`src/rtl/mem_arb_pkg.sv`:
```
// Shared constants for the memory port arbiter: FSM state codes, RV funct3
// size/sign codes and the instruction returned when a fetch times out.
// Imported by mem_lane_align and mem_port_arbiter.
package mem_arb_pkg;

  // Arbiter FSM state encoding
  localparam logic [1:0] ST_IDLE  = 2'd0;
  localparam logic [1:0] ST_FETCH = 2'd1;
  localparam logic [1:0] ST_DATA  = 2'd2;
  localparam logic [1:0] ST_RESP  = 2'd3;

  // RV load/store size and sign codes
  localparam logic [2:0] F3_B  = 3'b000;
  localparam logic [2:0] F3_H  = 3'b001;
  localparam logic [2:0] F3_W  = 3'b010;
  localparam logic [2:0] F3_D  = 3'b011;
  localparam logic [2:0] F3_BU = 3'b100;
  localparam logic [2:0] F3_HU = 3'b101;
  localparam logic [2:0] F3_WU = 3'b110;

  // addi x0, x0, 0 -- handed to the fetch stage when the bus never answers
  localparam logic [31:0] NOP_INSN = 32'h0000_0013;

endpackage

```
`src/rtl/mem_lane_align.sv`:
```
// Byte-lane steering for the data port: store data replication and byte
// enables, load extraction with sign/zero extension, misalignment/illegal flag.
// Purely combinational, zero latency, no flow control.
module mem_lane_align
  import mem_arb_pkg::*;
#(
  parameter int XLEN = 32
) (
  input  logic              i_we,
  input  logic [2:0]        i_funct3,
  input  logic [2:0]        i_addr_lo,
  input  logic [XLEN-1:0]   i_wdata,
  input  logic [XLEN-1:0]   i_rdata,
  output logic [XLEN-1:0]   o_wdata,
  output logic [XLEN/8-1:0] o_be,
  output logic [XLEN-1:0]   o_ld_data,
  output logic              o_misaligned
);

  localparam int NB = XLEN / 8;
  localparam int LB = $clog2(NB);

  logic [LB-1:0]   w_lane;
  logic [XLEN-1:0] w_shifted;

  assign w_lane    = i_addr_lo[LB-1:0];
  // Bring the addressed byte down to lane 0 before extension
  assign w_shifted = i_rdata >> {w_lane, 3'b000};

  // Store path: replicate the operand over every lane and enable only the
  // addressed bytes; also flags misaligned or size codes illegal for this XLEN
  always_comb begin
    o_wdata      = '0;
    o_be         = '0;
    o_misaligned = 1'b0;
    case (i_funct3)
      F3_B: begin
        for (int i = 0; i < NB; i++) o_wdata[i*8 +: 8] = i_wdata[7:0];
        o_be = NB'(1) << w_lane;
      end
      F3_H: begin
        for (int i = 0; i < NB / 2; i++) o_wdata[i*16 +: 16] = i_wdata[15:0];
        o_be         = NB'(2'b11) << w_lane;
        o_misaligned = i_addr_lo[0];
      end
      F3_W: begin
        for (int i = 0; i < NB / 4; i++) o_wdata[i*32 +: 32] = i_wdata[31:0];
        o_be         = NB'(4'hF) << w_lane;
        o_misaligned = |i_addr_lo[1:0];
      end
      F3_D: begin
        if (XLEN == 64) begin
          o_wdata      = i_wdata;
          o_be         = '1;
          o_misaligned = |i_addr_lo[2:0];
        end else begin
          o_misaligned = 1'b1;
        end
      end
      // Unsigned codes have no store form
      F3_BU:   o_misaligned = i_we;
      F3_HU:   o_misaligned = i_we | i_addr_lo[0];
      F3_WU:   o_misaligned = (XLEN != 64) | i_we | (|i_addr_lo[1:0]);
      default: o_misaligned = 1'b1;
    endcase
  end

  // Load path: extend the selected byte/half/word to XLEN
  always_comb begin
    o_ld_data = '0;
    case (i_funct3)
      F3_B:    o_ld_data = XLEN'($signed(w_shifted[7:0]));
      F3_BU:   o_ld_data = XLEN'(w_shifted[7:0]);
      F3_H:    o_ld_data = XLEN'($signed(w_shifted[15:0]));
      F3_HU:   o_ld_data = XLEN'(w_shifted[15:0]);
      F3_W:    o_ld_data = XLEN'($signed(w_shifted[31:0]));
      F3_WU:   o_ld_data = XLEN'(w_shifted[31:0]);
      F3_D:    o_ld_data = w_shifted;
      default: o_ld_data = '0;
    endcase
  end

endmodule

```
`src/rtl/mem_port_arbiter.sv`:
```
// Single-port memory arbiter: data port beats fetch, one bus transaction at a time.
// Latency: grant c0, m_req c1, rvalid one cycle after m_ack (misaligned data: c1).
// Requesters hold *_req until *_gnt; bus holds off via m_ack; optional watchdog
// under `MEM_ARB_TIMEOUT_EN` aborts a cycle after TIMEOUT_CYCLES without m_ack.
module mem_port_arbiter
  import mem_arb_pkg::*;
#(
  parameter int                XLEN           = 32,
  parameter int                ADDR_W         = 32,
  parameter logic [ADDR_W-1:0] DATA_BASE      = 32'h8000_0000,
  parameter int                TIMEOUT_CYCLES = 64
) (
  input  logic              clk,
  input  logic              reset,
  input  logic              f_req,
  input  logic [ADDR_W-1:0] f_addr,
  input  logic              f_flush,
  output logic              f_gnt,
  output logic              f_rvalid,
  output logic [31:0]       f_rdata,
  input  logic              d_req,
  input  logic              d_we,
  input  logic [2:0]        d_funct3,
  input  logic [ADDR_W-1:0] d_addr,
  input  logic [XLEN-1:0]   d_wdata,
  output logic              d_gnt,
  output logic              d_rvalid,
  output logic [XLEN-1:0]   d_rdata,
  output logic              d_err,
  output logic              mem_stall,
  output logic              m_req,
  output logic              m_we,
  output logic [ADDR_W-1:0] m_addr,
  output logic [XLEN/8-1:0] m_be,
  output logic [XLEN-1:0]   m_wdata,
  input  logic              m_ack,
  input  logic [XLEN-1:0]   m_rdata
);

  // Shift that selects the addressed 32-bit instruction lane on a 64-bit bus
  localparam int FSH = (XLEN == 64) ? 32 : 0;

  logic [1:0]        r_state;
  logic [ADDR_W-1:0] r_addr;
  logic              r_we;
  logic [2:0]        r_funct3;
  logic [XLEN-1:0]   r_wdata;
  logic              r_is_data;
  logic              r_err;
  logic              r_flush;
  logic              r_m_req;
  logic [XLEN-1:0]   r_d_rdata;
  logic [31:0]       r_f_rdata;

  logic              w_idle;
  logic              w_al_we;
  logic [2:0]        w_al_funct3;
  logic [2:0]        w_al_addr_lo;
  logic [XLEN-1:0]   w_st_wdata;
  logic [XLEN/8-1:0] w_st_be;
  logic [XLEN-1:0]   w_ld_data;
  logic              w_misal;
  logic [31:0]       w_f_word;

  assign w_idle = (r_state == ST_IDLE);

  // In IDLE the aligner judges the live request; afterwards it works on the
  // latched copy so bus outputs stay stable across wait states
  assign w_al_we      = w_idle ? d_we        : r_we;
  assign w_al_funct3  = w_idle ? d_funct3    : r_funct3;
  assign w_al_addr_lo = w_idle ? d_addr[2:0] : r_addr[2:0];

  mem_lane_align #(
    .XLEN (XLEN)
  ) u_align (
    .i_we         (w_al_we),
    .i_funct3     (w_al_funct3),
    .i_addr_lo    (w_al_addr_lo),
    .i_wdata      (r_wdata),
    .i_rdata      (m_rdata),
    .o_wdata      (w_st_wdata),
    .o_be         (w_st_be),
    .o_ld_data    (w_ld_data),
    .o_misaligned (w_misal)
  );

  assign w_f_word = 32'(r_addr[2] ? (m_rdata >> FSH) : m_rdata);

  // Grants are combinational from IDLE; data always has priority
  assign d_gnt = w_idle & ~reset & d_req;
  assign f_gnt = w_idle & ~reset & ~d_req & f_req;

  // Bus outputs are forced to zero whenever no request is on the bus
  assign m_req   = r_m_req;
  assign m_we    = r_m_req & r_we;
  assign m_addr  = r_m_req ? r_addr : '0;
  assign m_be    = !r_m_req ? '0 : (r_is_data && r_we) ? w_st_be : '1;
  assign m_wdata = (r_m_req && r_we) ? w_st_wdata : '0;

  // A flush seen during RESP still kills the pulse in the same cycle
  assign f_rvalid  = (r_state == ST_RESP) & ~r_is_data & ~r_flush & ~f_flush;
  assign f_rdata   = r_f_rdata;
  assign d_rvalid  = (r_state == ST_RESP) & r_is_data;
  assign d_err     = d_rvalid & r_err;
  assign d_rdata   = r_d_rdata;
  assign mem_stall = d_req | (r_state == ST_DATA) | ((r_state == ST_RESP) & r_is_data);

`ifdef MEM_ARB_TIMEOUT_EN
  localparam int TW = $clog2(TIMEOUT_CYCLES + 1);

  logic [TW-1:0] r_tmo_cnt;
  logic          w_tmo_hit;

  assign w_tmo_hit = (r_tmo_cnt == TW'(TIMEOUT_CYCLES - 1));

  // Ack watchdog: zero outside bus cycles, counts every cycle spent waiting
  always_ff @(posedge clk or posedge reset) begin
    if (reset) begin
      r_tmo_cnt <= '0;
    end else if (r_state == ST_FETCH || r_state == ST_DATA) begin
      if (!m_ack) r_tmo_cnt <= r_tmo_cnt + 1'b1;
    end else begin
      r_tmo_cnt <= '0;
    end
  end
`else
  logic w_unused_cfg;
  assign w_unused_cfg = (TIMEOUT_CYCLES != 0);
`endif

  // Main FSM: arbitration, request latching, bus handshake, response capture
  always_ff @(posedge clk or posedge reset) begin
    if (reset) begin
      r_state   <= ST_IDLE;
      r_addr    <= '0;
      r_we      <= 1'b0;
      r_funct3  <= '0;
      r_wdata   <= '0;
      r_is_data <= 1'b0;
      r_err     <= 1'b0;
      r_flush   <= 1'b0;
      r_m_req   <= 1'b0;
      r_d_rdata <= '0;
      r_f_rdata <= '0;
    end else begin
      case (r_state)
        ST_IDLE: begin
          if (d_req) begin
            r_addr    <= d_addr | DATA_BASE;
            r_we      <= d_we;
            r_funct3  <= d_funct3;
            r_wdata   <= d_wdata;
            r_is_data <= 1'b1;
            r_flush   <= 1'b0;
            if (w_misal) begin
              // Granted but never put on the bus
              r_err     <= 1'b1;
              r_d_rdata <= '0;
              r_state   <= ST_RESP;
            end else begin
              r_err     <= 1'b0;
              r_m_req   <= 1'b1;
              r_state   <= ST_DATA;
            end
          end else if (f_req) begin
            r_addr    <= f_addr;
            r_we      <= 1'b0;
            r_funct3  <= F3_W;
            r_is_data <= 1'b0;
            r_flush   <= 1'b0;
            r_err     <= 1'b0;
            r_m_req   <= 1'b1;
            r_state   <= ST_FETCH;
          end
        end
        ST_FETCH, ST_DATA: begin
          if (r_state == ST_FETCH && f_flush) r_flush <= 1'b1;
          if (m_ack) begin
            r_m_req <= 1'b0;
            r_state <= ST_RESP;
            if (r_is_data) r_d_rdata <= r_we ? '0 : w_ld_data;
            else           r_f_rdata <= w_f_word;
          end
`ifdef MEM_ARB_TIMEOUT_EN
          else if (w_tmo_hit) begin
            r_m_req <= 1'b0;
            r_err   <= 1'b1;
            r_state <= ST_RESP;
            if (r_is_data) r_d_rdata <= '0;
            else           r_f_rdata <= NOP_INSN;
          end
`endif
        end
        default: r_state <= ST_IDLE;
      endcase
    end
  end

endmodule
```
`config.mk`:
```
export PLATFORM = sky130hd
export DESIGN_NAME = mem_port_arbiter
export DESIGN_NICKNAME = d
export VERILOG_FILES = /design/src/rtl/mem_arb_pkg.sv /design/src/rtl/mem_lane_align.sv /design/src/rtl/mem_port_arbiter.sv
export SDC_FILE = /design/constraint.sdc
export NUM_CORES = 1
export LEC_CHECK = 0
export ABC_CLOCK_PERIOD_IN_PS = 7550
export BUFFER_PORTS_ARGS = -buffer_cell sky130_fd_sc_hd__buf_4
export CAP_MARGIN = 20
export CORE_ASPECT_RATIO = 1.25
export CORE_UTILIZATION = 36
export CTS_CLUSTER_DIAMETER = 60
export DETAILED_ROUTE_END_ITERATION = 8
export PLACE_DENSITY_LB_ADDON = 0.2
export SYNTH_ARGS = -nofsm -noshare
export SYNTH_HDL_FRONTEND = slang
export SYNTH_SLANG_ARGS = --single-unit
```
`constraint.sdc`:
```
create_clock -name clk -period 7.55 [get_ports clk]
set_input_delay 2.265 -clock clk [delete_from_list [all_inputs] [get_ports clk]]
set_output_delay 2.265 -clock clk [all_outputs]
set_load 0.01 [all_outputs]
```
; Word-level counts from Yosys, hierarchy flattened
; Index checks and enable logic that the tools add are counted.
[op_classes]
bitwise_logic = 18
div = 0
n_lt_le_gt_ge = 0
addsub = 0
n_eq_ne = 16
multipliers = 0
n_mux = 39
shifts = 4
reduce_logical = 17
[op_table]
columns = op, count
row1 = $mux 32, 9
row2 = $pmux 32 s5, 1
row3 = $pmux 32 s3, 1
row4 = $pmux 32 s2, 1
row5 = $shr 32x5->32, 1
row6 = $mux 1, 13
row7 = $pmux 4 s3, 1
row8 = $and 1x1->1, 10
row9 = $eq 3x3->1 const B, 3
row10 = $mux 3, 3
row11 = $mux 2, 4
row12 = $mux 4, 2
row13 = $ne 2x2->1 const B, 4
row14 = $eq 3x2->1 const B, 2
row15 = $ne 3x3->1 const B, 2
row16 = $reduce_and 2->1, 3
row17 = $reduce_and 3->1, 2
row18 = $not 1->1, 5
row19 = $pmux 1 s5, 1
row20 = $reduce_and 5->1, 1
row21 = $eq 2x2->1 const B, 2
row22 = $pmux 1 s2, 2
row23 = $pmux 2 s2, 1
row24 = $reduce_and 4->1, 1
row25 = 13 further kinds, 19
[word_totals]
latchBits = 0
reg_bits = 138
n_memories = 0
in_bits = 138
output_inout_bits = 140
ram_bits = 0
romBits = 0

; Longest topological paths before layout
; Gate-level depths: netlist of run 1.
[depth]
ltp_word = 9
ltp_mapped = 11

; By module
; Synthesis of run 1 repeated with hierarchy kept, for this count alone.
[hier_totals]
hier_cells = 770
hier_area_um2 = 7792.5
[by_module_without_submodules]
columns = module, area_each_um2, instances, seq_area_each_um2, cells_each
row1 = mem_port_arbiter, 6452.4, 1, 3453.3, 563
row2 = mem_lane_align, 1340.0, 1, 0.0, 207

; Worst setup path before layout of run 1
; Ideal clock, no wire load.
[synth_timing]
path_kind = input -> output
start = input d_funct3[0]
end = output m_be[1]
t_arrival_ns = 3.534
path_stages = 7
required_time_ns = 5.285
n_path_buf = 2
setup_slack_ns = 1.751
cell_sequence = mux2_2 -> buf_2 -> nor2_2 -> o21a_1 -> buf_2 -> o21ai_1 -> a31oi_1
[synth_between]
elab_chain_len = 5
word_cells_on_any_way = 7
cone_classes = eq/ne (2) / mux (4) / reduce/logical (1)
[synth_lines]
columns = item, line_no
row1 = "start, declared", mem_port_arbiter.sv:23  ; input logic [2:0] d_funct3,
row2 = $mux 3 *, mem_port_arbiter.sv:70  ; assign w_al_funct3 = w_idle ? d_funct3 : r_funct3;
row3 = $eq 3x2->1 (tied with other cells), mem_lane_align.sv:36  ; case (i_funct3)
row4 = $pmux 4 s3 *, mem_lane_align.sv:36
row5 = $mux 4 * (2 in series), mem_port_arbiter.sv:97  ; assign m_be = !r_m_req ? '0 : (r_is_data && r_we) ? w_st_be : '1;
row6 = "end, declared", mem_port_arbiter.sv:34  ; output logic [XLEN/8-1:0] m_be,
; Every way passes the cells marked *; elsewhere a longest branch is shown, timed or not.

; Worst setup path in the final report of run 1
; Same ends and word-level chain as after synthesis.

==> flow_metrics.py, run 1 <==
metrics = {
    "status": {
        "status": "completed",
    },
    "clock_tree": {
        "post_cts_buffers": 0,
        "cts_htree_levels": 4,
        "clock_latency_ns": 0.42,
        "cts_tree": "yes",
        "cts.clk_slew.worst_paths_ns": 0.06,
        "clockRootBuffer": "clkbuf_16",
        "cts_buffers": 17,
        "cts_max_path_buffers": 2,
        "cts_resized": 0,
        "cts_hold_buf": 0,
        "cts_sinks": 138,
    },
    "detailed_routing": {
        "vias_per_cell": 5.06,
        "wirelength_mm": 22.4,
        "drt_iter0_drc": 303,
        "wl_per_cell_um": 18.2,
        "dr.pass1.iters": 4,
        "remaining_drc_errors": 0,
        "vias": 6224,
        "antenna_left": 0,
    },
    "global_route": {
        "grt_pass1_vias": 6210,
        "grt_first_pass_wirelength_mm": 34.5,
        "grt_overflow_total": 0,
        "grt_max_degree": 94,
        "antenna_found_initial": 0,
        "grt_usage_pct": 22.0,
    },
    "setup_path": {
        "crit_path_start_kind": "input pin",
        "critPathRequiredTime_ns": 5.29,
        "path_class": "input pin to output pin",
        "cp.arrival_ns": 4.38,
        "cp-end-kind": "output pin",
        "critical_path.max_fanout": 17,
    },
    "pwr": {
        "power_density_mw_per_mm2": 450,
        "ir_worst_vdd_mv": 0.195,
        "cellLeakagePower_nw": 4.86,
        "total_power_mw": 4.57,
    },
    "cells_and_area": {
        "area_growth_pct": 39.5,
        "diodes": 0,
        "nFillCells": 1839,
        "multiInputGateArea_mm2": 0.00356,
        "seqCellArea_mm2": 0.00345,
        "final_nets": 1095,
        "layout_common_cells": "284 x buf_4, 138 x dfrtp_1, 96 x nand2_1",
        "finish.utilization_pct": 51.8,
        "layout-drive-gt1-share_pct": 41.0,
        "final_common_cell": "buf_4",
        "design_area_mm2": 0.0102,
    },
    "worst_hold_path": {
        "hold_class": "flip-flop to flip-flop",
    },
    "floorplanning": {
        "start_util_pct": 37.1,
        "fp.dieArea_mm2": 0.0208,
        "dieHeight_um": 161,
        "chipWidth_um": 129,
        "num_rows": 57,
        "coreArea_mm2": 0.0196,
        "ioPinCount": 278,
    },
    "sta": {
        "setup_viol": 0,
        "final_max_slew_viol_count": 0,
        "max_freq_mhz": 150,
        "fin_skew_ns": 0.00541,
        "relSlewSlack_pct": 38.6,
        "setup_ws_ns": 0.900,
        "rsz0062_at_grt": "false",
        "hold_viol_final": 0,
        "min_period_over_period_pct": 88.1,
        "layout_min_cycle_time_ns": 6.65,
        "setup_tns_ns": 0,
        "worstMarginPinSlew_ns": 0.917,
    },
    "yosys": {
        "syn_inst": 697,
        "ys_warn_count": 0,
        "synth_nets": 841,
        "syn_area_per_cell_um2": 10.4,
        "yosys.area.top_type": "dfrtp_1",
        "synthDistinctLibCells": 50,
        "syn-cell-area_mm2": 0.00728,
        "synth_edf_count": 0,
        "ys_seq_elements": 138,
        "synth_top_area_share_pct": 47.4,
        "yosys_most_used_dff": "dfrtp_1",
        "yosys-top-cells-area": "dfrtp_1 47%, mux2_2 9.7%, mux2i_1 6.9%, nand2_1 4.9%, o2bb2ai_1 3.7%",
        "yosysSeqAreaShare_pct": 47.4,
        "async_reset_ff_share_pct": 100,
    },
    "place": {
        "io_buffers": 276,
        "gp_congestion": 0.770,
        "dp_slack_ns": 0.923,
        "dpl.hpwl_mm": 16.3,
        "dpl_cell_area_mm2": 0.00952,
    },
    "job": {
        "drv_cap": 0,
    },
}
## synthesized netlist by cell type, types with 2 or more instances
cell type	number
mux2_1	13
mux2_2	63
buf_2	12
inv_1	9
a2111oi_0	8
nand2_1	96
nor3_1	2
nor4_1	9
mux2i_2	2
nor2_1	36
a32o_1	2
and2_1	43
a211oi_1	8
nand3_1	3
o21ai_1	2
dfrtp_1	138
ha_1	6
or2_2	2
o21ai_0	42
o22a_1	2
mux2i_1	50
and3_1	8
a31oi_1	2
buf_6	4
o211ai_2	2
buf_1	5
a22oi_1	8
mux2i_4	2
nor4b_1	3
buf_4	3
clkbuf_1	25
a21oi_1	39
o2bb2ai_1	31
## state kept, by name (all words and copies together), names as in the netlist
signal,cells
f_rdata,32
r_funct3,3
r_err,1
r_state,2
m_req,1
r_addr,32
r_we,1
r_wdata,32
r_is_data,1
r_flush,1
d_rdata,32
## worst max-delay path: stages
cell and delay (ns):
buf_4 0.13, mux2_2 0.39, nor2_2 0.68, o21a_1 0.46, o21ai_1 0.13, a31oi_1 0.18, buf_4 0.15
## final cells by class
| cell class | instances | area share [%] |
|---|---|---|
| Timing Repair Buffer | 284 | 21.0 |
| Clock inverter | 11 | 1.65 |
| Inverter | 9 | 0.382 |
| Clock buffer | 21 | 4.63 |
| Sequential cell | 138 | 34.0 |
| Multi-Input combinational cell | 501 | 35.1 |
| Tap cell | 265 | 3.26 |
## metrics by stage
stage                     instances  hold slack (ns)
after floorplan                 697            0.442
after global placement         1197            0.456
after detailed placement       1197            0.463
after CTS                      1229            0.476
after global routing           1229            0.491
final                          1229            0.470
## logic make-up (layout without fill, tap and decap cells)
group           Yosys count  after routing  share of synthesized area [%]
flops                   138            138                           47.4
simple gates            209            209                           13.6
buf+inv                  58            325                           3.76
mux                     131            131                           19.8
fa+ha+maj                 6              6                           1.03
compound gates          155            155                           14.4
## report_power, final
part | internal, mW | switching [mW] | total [mW]
combinational | 1.09 | 1.24 | 2.33
sequential | 1.10 | 0.245 | 1.35
clock | 0.578 | 0.320 | 0.899
## path summary, 6_finish.rpt
path / startpoint / end / slack, ns / depth (start not counted)
worst max-delay path: d_funct3[0] / m_be[1] / 0.90 / 7
worst min-delay path: r_addr[2] / r_addr[2] / 0.47 / 2
worst max register to register: r_state[0] / d_rdata[28] / 3.99 / 8
worst min register to register: r_addr[2] / r_addr[2] / 0.47 / 2
max in group asynchronous: reset / r_wdata[24] / 4.32 / 3
min in group asynchronous: reset / r_wdata[26] / 2.01 / 2
## metal layers
layer,vias to the layer above,wire (µm),global-route usage (%)
met1,2956,9430,28.0
li1,3007,-,-
met2,237,11100,36.8
met3,24,1490,4.50
met5,-,0,0
met4,0,359,7.75
No activity file was read; power rests on OpenSTA's default activity.
==> run 2: changes to the inputs <==
--- a/config.mk
+++ b/config.mk
@@ -10,9 +10,11 @@
 export CAP_MARGIN = 20
 export CORE_ASPECT_RATIO = 1.25
 export CORE_UTILIZATION = 36
+export CTS_BUF_LIST = sky130_fd_sc_hd__clkbuf_8
 export CTS_CLUSTER_DIAMETER = 60
 export DETAILED_ROUTE_END_ITERATION = 8
 export PLACE_DENSITY_LB_ADDON = 0.2
+export REMOVE_ABC_BUFFERS = 1
 export SYNTH_ARGS = -nofsm -noshare
 export SYNTH_HDL_FRONTEND = slang
 export SYNTH_SLANG_ARGS = --single-unit
==> run 2 against run 1 <==
Against the previous run: non-clock buffer count rose by 5; critical endpoint is now m_wdata[12]; routed wire length rose by 0.39%; critical path type unchanged; via count is 0.27% higher; sequential power is essentially flat; total power fell by 2.4%.
==> flow_metrics.py, run 2 (synthesis results as in run 1) <==
metrics = {
    "global_route": {
        "antenna_found_initial": 0,
        "grt_first_pass_wirelength_mm": 34.3,
        "grt_usage_pct": 21.8,
        "grt_overflow_total": 0,
        "grt_pass1_vias": 6036,
        "grt_max_degree": 80,
    },
    "setup_path": {
        "critPathRequiredTime_ns": 5.29,
        "cp.arrival_ns": 4.29,
        "cp-end-kind": "output pin",
        "crit_path_start_kind": "input pin",
        "r2r_slack_ns": 3.95,
        "path_class": "input pin to output pin",
        "worstReg2RegEnd": "d_rdata[30]",
        "rr_worst_depth": 8,
        "critical_path.max_fanout": 24,
        "reg2reg_from": "r_state[0]",
    },
    "detailed_routing": {
        "wl_met3_mm": 1.57,
        "remaining_drc_errors": 0,
        "drt_iter0_drc": 262,
        "vias": 6241,
        "wl_met2_mm": 11.0,
        "antenna_left": 0,
        "dr.pass1.iters": 4,
        "wl_per_cell_um": 18.2,
        "top_layer": "met4",
        "m1WireLength_mm": 9.68,
        "wirelength_mm": 22.5,
        "vias_per_cell": 5.06,
    },
    "clock_tree": {
        "cts_resized": 0,
        "cts_tree": "yes",
        "cts_htree_levels": 4,
        "clock_latency_ns": 0.45,
        "cts_max_path_buffers": 2,
        "cts.clk_slew.worst_paths_ns": 0.07,
        "cts_sinks": 138,
        "cts_buffers": 17,
        "clockRootBuffer": "clkbuf_8",
        "post_cts_buffers": 0,
        "cts_hold_buf": 0,
    },
    "sta": {
        "rsz0062_at_grt": "false",
        "hold_viol_final": 0,
        "setup_viol": 0,
        "max_freq_mhz": 153,
        "relSlewSlack_pct": 29.5,
        "worstMarginPinSlew_ns": 1.06,
        "min_period_over_period_pct": 86.8,
        "fin_skew_ns": 0.0101,
        "layout_min_cycle_time_ns": 6.55,
        "setup_tns_ns": 0,
        "final_max_slew_viol_count": 0,
    },
    "cells_and_area": {
        "final_common_cell": "buf_4",
        "layout_common_cells": "289 x buf_4, 138 x dfrtp_1, 96 x nand2_1",
        "layout.cells.non_filler": 1234,
        "layout-drive-gt1-share_pct": 41.2,
        "multiInputGateArea_mm2": 0.00356,
        "diodes": 0,
        "seqCellArea_mm2": 0.00345,
        "final_nets": 1100,
        "area_growth_pct": 38.1,
        "nFillCells": 1841,
    },
    "floorplanning": {
        "fp.dieArea_mm2": 0.0208,
        "num_rows": 57,
        "dieHeight_um": 161,
        "chipWidth_um": 129,
        "ioPinCount": 278,
        "start_util_pct": 37.1,
        "coreArea_mm2": 0.0196,
    },
    "job": {
        "drv_cap": 0,
    },
    "worst_hold_path": {
        "hold_class": "flip-flop to flip-flop",
        "whs_endpoint": "r_addr[3]",
        "hp-start": "r_addr[3]",
        "whs_path_depth": 2,
    },
    "place": {
        "place_inst": 1201,
        "io_buffers": 276,
        "dpl.hpwl_mm": 15.7,
        "gp_congestion": 0.813,
    },
    "pwr": {
        "power_density_mw_per_mm2": 444,
        "ir_worst_vdd_mv": 0.224,
        "cellLeakagePower_nw": 4.83,
    },
    "status": {
        "status": "completed",
    },
}
==> run 2: area by class of cell <==
class / instances / share of cell area [%]
timing repair buffer: 289 / 21.6
tap: 265 / 3.30
inverter: 9 / 0.386
sequential: 138 / 34.4
multi-input combinational: 501 / 35.5
clock buffer: 20 / 2.74
clock inverter: 12 / 2.18
==> run 2: worst max-delay path by stage <==
stage	start	endpoint	slack [ns]	cells past startpoint
floorplan	reset	d_rdata[0]	1.59	1
global placement	d_funct3[0]	m_wdata[14]	1.02	7
detailed placement	d_funct3[2]	m_wdata[14]	0.97	7
CTS	d_funct3[2]	m_wdata[14]	0.98	7
global route	d_funct3[2]	m_wdata[15]	0.68	7
finish	d_funct3[0]	m_wdata[12]	1.0	7
==> run 2: layer usage <==
layer  GRT usage, %  vias up
li1               -     3020
met1           27.9     2996
met2           36.5      213
met3           5.33       12
met4           5.67        0
met5              0        -
==> run 2: stage by stage <==
| stage | hold WS, ns | instance area [µm²] | setup slack, ns | utilization (%) | total power [mW] |
|---|---|---|---|---|---|
| final | 0.476 | 10100 | 1.00 | 51.3 | 4.46 |
| after global routing | 0.496 | 10100 | 0.678 | 51.3 | 4.79 |
| after CTS | 0.482 | 10000 | 0.975 | 51.2 | 4.52 |
| after detailed placement | 0.463 | 9550 | 0.974 | 48.7 | 3.75 |
| after global placement | 0.455 | 9550 | 1.02 | 48.7 | 3.72 |
| after floorplan | 0.442 | 7040 | 1.59 | - | 2.71 |
==> run 2: critical path, stage by stage <==
cell	delay [ns]
buf_4	0.13
mux2i_4	0.49
o21ai_0	0.28
inv_1	0.14
nand2_1	0.49
a21oi_1	0.32
buf_4	0.17
==> run 2: power by group <==
group          leakage [nW]  internal (mW)  switching (mW)  total (mW)
sequential             1.71           1.10           0.222        1.32
clock                 0.256          0.453           0.297       0.750
combinational          2.86           1.11            1.29        2.39
total                  4.83           2.66            1.80        4.46
